===== src/rtl/clock_reset_ctrl.sv =====
// Clock and reset controller: qualifies an asynchronous PLL lock, releases the
// system reset after a stable lock window, and generates per-channel
// clock-enable pulses from programmable divisors while running.
module clock_reset_ctrl #(
   parameter int LOCK_STABLE_CYCLES = 1024,
   parameter int NUM_CE             = 2,
   parameter int DIV_WIDTH          = 8
) (
   input  logic                          clock,
   input  logic                          resetn,
   input  logic                          locked,
   input  logic [NUM_CE*DIV_WIDTH-1:0]   div,
   output logic                          sys_resetn,
   output logic [NUM_CE-1:0]             ce,
   output logic [7:0]                    lock_lost_count
);

   typedef enum logic [1:0] {
      WAIT_LOCK = 2'd0,
      STABLE    = 2'd1,
      RUN       = 2'd2
   } state_t;

   localparam int CW = (LOCK_STABLE_CYCLES > 1) ? $clog2(LOCK_STABLE_CYCLES) : 1;
   localparam logic [CW-1:0] STABLE_LAST = CW'(LOCK_STABLE_CYCLES - 1);
   localparam logic [CW-1:0] STABLE_ONE  = CW'(1);
   localparam logic [DIV_WIDTH-1:0] DIV_ONE = DIV_WIDTH'(1);

   state_t          state;
   state_t          next_state;
   logic            lock_s1;
   logic            locked_s;
   logic [CW-1:0]   stable_cnt;
   logic            run_now;

   assign run_now = (state == RUN);

   // Two-flop synchroniser bringing the PLL lock into the clock domain
   always_ff @(posedge clock or negedge resetn) begin
      if (!resetn) begin
         lock_s1  <= 1'b0;
         locked_s <= 1'b0;
      end else begin
         lock_s1  <= locked;
         locked_s <= lock_s1;
      end
   end

   // Lock qualification state register
   always_ff @(posedge clock or negedge resetn) begin
      if (!resetn) begin
         state <= WAIT_LOCK;
      end else begin
         state <= next_state;
      end
   end

   // Next-state decode: any lock drop sends the controller back to waiting
   always_comb begin
      next_state = state;
      case (state)
         WAIT_LOCK: begin
            if (locked_s) begin
               next_state = STABLE;
            end
         end
         STABLE: begin
            if (!locked_s) begin
               next_state = WAIT_LOCK;
            end else if (stable_cnt == STABLE_LAST) begin
               next_state = RUN;
            end
         end
         RUN: begin
            if (!locked_s) begin
               next_state = WAIT_LOCK;
            end
         end
         default: begin
            next_state = WAIT_LOCK;
         end
      endcase
   end

   // Stable-lock counter, cleared outside STABLE and stopping at its terminal value
   always_ff @(posedge clock or negedge resetn) begin
      if (!resetn) begin
         stable_cnt <= '0;
      end else if (state == STABLE) begin
         if (locked_s && (stable_cnt != STABLE_LAST)) begin
            stable_cnt <= stable_cnt + STABLE_ONE;
         end
      end else begin
         stable_cnt <= '0;
      end
   end

   // Saturating count of lock losses observed while running
   always_ff @(posedge clock or negedge resetn) begin
      if (!resetn) begin
         lock_lost_count <= 8'd0;
      end else if (run_now && !locked_s && (lock_lost_count != 8'hFF)) begin
         lock_lost_count <= lock_lost_count + 8'd1;
      end
   end

   // System reset released on the same edge the controller enters RUN
   always_ff @(posedge clock or negedge resetn) begin
      if (!resetn) begin
         sys_resetn <= 1'b0;
      end else begin
         sys_resetn <= (next_state == RUN);
      end
   end

   for (genvar i = 0; i < NUM_CE; i++) begin : g_ch
      logic [DIV_WIDTH-1:0] div_i;
      logic [DIV_WIDTH-1:0] period_new;
      logic [DIV_WIDTH-1:0] period;
      logic [DIV_WIDTH-1:0] count;

      assign div_i      = div[i*DIV_WIDTH +: DIV_WIDTH];
      assign period_new = (div_i == '0) ? DIV_ONE : div_i;
      assign ce[i]      = run_now && (count == (period - DIV_ONE));

      // Period counter; the divisor is only picked up at a period boundary
      always_ff @(posedge clock or negedge resetn) begin
         if (!resetn) begin
            count  <= '0;
            period <= DIV_ONE;
         end else if (!run_now || ce[i]) begin
            count  <= '0;
            period <= period_new;
         end else begin
            count  <= count + DIV_ONE;
         end
      end
   end

endmodule


===== config.mk =====
export PLATFORM = sky130hd
export DESIGN_NAME = clock_reset_ctrl
export DESIGN_NICKNAME = d
export VERILOG_FILES = /design/src/rtl/clock_reset_ctrl.sv
export SDC_FILE = /design/constraint.sdc
export NUM_CORES = 1
export LEC_CHECK = 0
export ABC_AREA = 1
export CORE_MARGIN = 2
export CORE_UTILIZATION = 35
export CTS_CLUSTER_DIAMETER = 100
export DETAILED_ROUTE_END_ITERATION = 10
export HOLD_SLACK_MARGIN = 0.12
export PLACE_DENSITY = 0.51
export RECOVER_POWER = 100
export SYNTH_ARGS = -nofsm -noshare
export SYNTH_HDL_FRONTEND = slang
export SYNTH_SLANG_ARGS = --single-unit

===== constraint.sdc =====
create_clock -name clock -period 2.1 [get_ports clock]
set_clock_uncertainty 0.05 [all_clocks]
set_input_delay 0.42 -clock clock [delete_from_list [all_inputs] [get_ports clock]]
set_output_delay 0.42 -clock clock [all_outputs]
set_load 0.01 [all_outputs]

# Word level (Yosys, flattened, before mapping)
# Cells that the tools add are included.
# word_totals
register_bits	55
inputBits	19
word_cells	48
output_inout_bits	11
# classes
n_reduce_logical	12
addsub	6
muxes	11
n_eq_ne	9
# ops
cell	count
two-way mux 8 bit	4
adder 8 x 1 -> 8 bit (second input constant)	3
two-way mux 10 bit	2
== test 8 bit	2
logical NOT 8 bit	2
subtractor 8 x 1 -> 8 bit (second input constant)	2
adder 10 x 1 -> 10 bit (second input constant)	1
== test 10 bit (second input constant)	1
!= test 10 bit (second input constant)	1
two-way mux 2 bit	4
!= test 8 bit (second input constant)	1
one-hot mux 2 bit (3 select lines)	1
logical AND 1 bit	5
== test 2 bit (second input constant)	2
== test 2 x 1 -> 1 bit (second input constant)	1
logical NOT 1 bit	2
logical NOT 2 bit	1
logical OR 1 bit	2
!= test 2 x 1 -> 1 bit (second input constant)	1

# Depth between registers and ports, before layout
# depth
ltp_word	5
depth_mapped	14
mapped_depth_nobuf	13

# Worst setup path before layout
# OpenSTA, ideal clock, no wires.
# synth_timing
kind	flip-flop to output port
startpoint	register g_ch[1].period[0]
endpoint	output ce[1]
path_stages_with_launch	9
n_path_buf	0
arrival_time_ns	1.608
setup_slack_ns	0.022
cell_sequence	dfstp_2 -> inv_1 -> ha_1 -> or2_2 -> nand3_1 -> nand3b_1 -> nor2_1 -> nand3_1 -> nor3_1
# synth_between
elab_chain_len	3
# synth_rtl
element	line	source
start, declared	119	logic [DIV_WIDTH-1:0] period;
start signal, assigned	133	period <= period_new;
subtractor 8 x 1 -> 8 bit	124	assign ce[i] = run_now && (count == (period - DIV_ONE));
== test 8 bit	124	
logical AND 1 bit	124	
end, declared	14	output logic [NUM_CE-1:0] ce,
# Every way passes these cells.

# Worst setup path in the final report
# Ends and elaborated chain as after synthesis.

==> impl_metrics.yaml <==
outcome:
  outcome: "complete, but fails checks"
  failed_checks: "setup timing"
finish:
  antenna_cells: 0
  fin_nets: 517
  register_area_um2: 1379
  fillers: 939
  drive_gt1_share_pct: 16.02
  multi_input_area_um2: 1657
  syn_to_final_growth_pct: 24.01
pwr:
  p_leak_uw: 0.001973
  powerDensity_nw_per_um2: 485.2
  switching_power_uw: 518.8
  p_clk_share_pct: 31.4
  netSwitchingFraction_pct: 26.59
  vdd_ir_drop_max_mv: 0.2787
  finalPower_uw: 1951
  p_comb_share_pct: 11.9
  p_int_uw: 1432
  power_frac_seq_pct: 56.8
clock_tree:
  clkTransAtPathRegs_ns: 0.11
  clockBufferDepth: 2
  tritoncts: "done"
  ctsHtreeMaxLevel: 2
  cts_root_buf: "clkbuf_8"
  cts_sinks: 55
  numCtsBuffers: 5
  clk_latency_ns: 0.31
sta:
  layout_setup_ws_ns: -0.3399
  min_period_over_period_pct: 116.2
  relSlewSlack_pct: 7.011
  finalHoldViolCount: 0
  rsz0062_at_grt: "yes"
  max_slew.worst_pin.slew_ns: 1.395
  whs_ns: 0.3081
  slew_violations: 0
  finalSetupViolations: 2
  max_freq_ghz: 0.4099
  finalCriticalPeriod_ns: 2.440
global_routing:
  gr-total-overflow: 0
  grt_pass1_wl_mm: 12.33
  grt_antenna_before_repair: 0
  grt_max_degree: 56
  grt_pass1_vias: 2715
  grt_usage_pct: 15.32
critical_path:
  startpoint_type: "flip-flop"
  reg2reg_depth: 13
  rr_startpoint: "g_ch[0].period[0]"
  reg2reg_slack_ns: 0.06
  max_stage_delay_ns: 0.55
  crit_slowest_cell: "dfstp_2"
  cp.required_ns: 1.63
  timing.rr.end: "g_ch[0].period[1]"
  cp.arrival_ns: 1.97
  cpLargestDelayFamily: "simple AND/OR/NAND/NOR gates"
  crit_buf_inv: 2
  crit_path_end_kind: "primary output"
  critPathKind: "reg -> out"
  worstPathMaxFanout: 2
  path_cells: "inv_2, ha_4, or2_4, nand3_2, nand3b_1, nor2_1, nand3_1, nor3_1, buf_2"
yosys:
  ys.flop_type: "dfrtp_1"
  synth_area_per_cell_um2: 7.646
  synth_top_family_by_area: "simple AND/OR/NAND/NOR gates"
  syn_inst: 424
  synthDistinctLibCells: 31
  synth.top_cells.by_area: "dfrtp_1 (41%), nand2_1 (12%), nand3_1 (8.5%)"
  synthTopCellsByCount: "nand2_1 (107), nand3_1 (55), dfrtp_1 (53)"
  post-synth-top-area-fraction_pct: 40.91
  ys_seq_area_share_pct: 42.53
  synth_seq_cells: 55
  yosysMostFrequentCell: "nand2_1"
  yosysTopAreaCell: "dfrtp_1"
  synth_warnings: 0
  synth.area.mux_share_pct: 0
  synth_xor_area_share_pct: 8.645
  async_flop_share_pct: 100.0
  netlist_area_um2: 3242
  synth_compound_area_share_pct: 3.628
  synthSimpleGateAreaFrac_pct: 35.20
  syn_nets: 449
  yosys.area_share.adder_pct: 2.316
  synth_edf_count: 0
min_path:
  hp-start: "lock_s1"
  whs_endpoint: "locked_s"
  holdPathStages: 0
  hp-class: "reg -> reg"
placement:
  io_buffer_count: 29
  hpwl_mm: 5.362
  gp_congestion: 0.8123
floorplanning:
  die_w_um: 100.2
  fp.dieH_um: 100.2
  initial_core_util_pct: 35.59
  core_area_um2: 9109
  fp.dieArea_um2: 10050
  rows: 35
  pin_count: 30
routing:
  final_antenna_net_count: 0
  dr.pass1.iters: 4
  via_count: 2824
  drcViolationCount: 0
  wl_per_cell_um: 11.96
  drt_first_iter_violations: 42
  viasPerCell: 4.675
  wl_mm: 7.222
job:
  max_cap_violations: 0
cell families (layout without fill, tap and decap cells):
logic type      Yosys count  after routing
xor+xnor                 32             32
buf+inv                  58            127
compound gates           22             22
flops                    55             55
simple gates            251            251
fa+ha+maj                 6              6
timing repair:
action,in CTS,in global routing
cloned,0,0
pin swaps,5,2
setup buffers,1,2
setup endpoints to repair,12,32
endpoints found under the hold margin,53,0
gates resized for setup,15,5
hold buffers,1,0
sequential cells by signal, indices dropped and copies added, names as in the netlist:
signal,flops
lock_s1,1
state,2
lock_lost_count,8
sys_resetn,1
g_ch.count,16
stable_cnt,10
g_ch.period,16
locked_s,1
worst max-delay path by stage:
| stage | start | to | slack [ns] | cells after the start |
|---|---|---|---|---|
| final | g_ch[1].period[0] | ce[1] | -0.34 | 9 |
| after CTS | g_ch[1].period[0] | ce[1] | -0.36 | 9 |
| after detailed placement | g_ch[0].period[0] | ce[0] | -0.43 | 10 |
| after global placement | g_ch[0].period[0] | ce[0] | -0.41 | 10 |
| after floorplan | g_ch[1].period[0] | ce[1] | 0.02 | 8 |
| after global routing | g_ch[0].period[0] | ce[0] | -0.50 | 10 |
per-layer routing:
metal / routed length (µm) / part of all wire [%] / vias up / global-route usage (%)
li1: - / - / 1483 / -
met1: 3416 / 47 / 1311 / 20.08
met2: 3560 / 49 / 24 / 26.38
met3: 175 / 2.4 / 6 / 2.786
met4: 69 / 0.96 / 0 / 3.477
met5: 0 / 0 / - / 0
per-stage QoR:
stage          setup TNS [ns]  setup slack [ns]  std cells  utilization (%)  cell area (µm²)
2_1_floorplan               0           0.02221        424                -             3242
3_3_place_gp          -0.8074           -0.4127        592            42.64             3884
3_5_place_dp          -0.8620           -0.4328        592            42.64             3884
4_1_cts               -0.7168           -0.3639        602            44.23             4029
5_1_grt                -12.95           -0.4952        604            44.13             4020
6_report              -0.6783           -0.3399        604            44.13             4020
layout make-up:
cell class / count / share of cell area, %
Multi-Input combinational cell: 311 / 41.21
Sequential cell: 55 / 34.30
Timing Repair Buffer: 68 / 14.01
Clock inverter: 3 / 0.5602
Clock buffer: 5 / 1.712
Tap cell: 111 / 3.455
Inverter: 51 / 4.762
layout by cell type (no fill, tap or decap), types with 5 or more instances in the layout:
cell type        synthesis  layout
nand2_1                107     108
nand3_1                 55      54
dfrtp_1                 53      53
inv_1                   48      47
nor2_1                  44      44
buf_4                    2      32
xor2_1                  22      22
clkdlybuf4s50_1          0      16
o21ai_0                 12      12
nor3_1                  10      11
dlygate4sd3_1            0      11
xnor2_1                 10      10
nand2_2                 11       9
nor2_2                   6       6
nand4_1                  5       5
clkbuf_8                 0       5
power groups by stage:
stage	Sequential, µW	Clock [µW]	Combinational (µW)
3_3_place_gp	1130	0	226
5_1_grt	1110	688	263
2_1_floorplan	1120	0	109
3_5_place_dp	1130	0	227
4_1_cts	1110	650	239
6_report	1110	612	231
(Power assumes the default switching activity.)
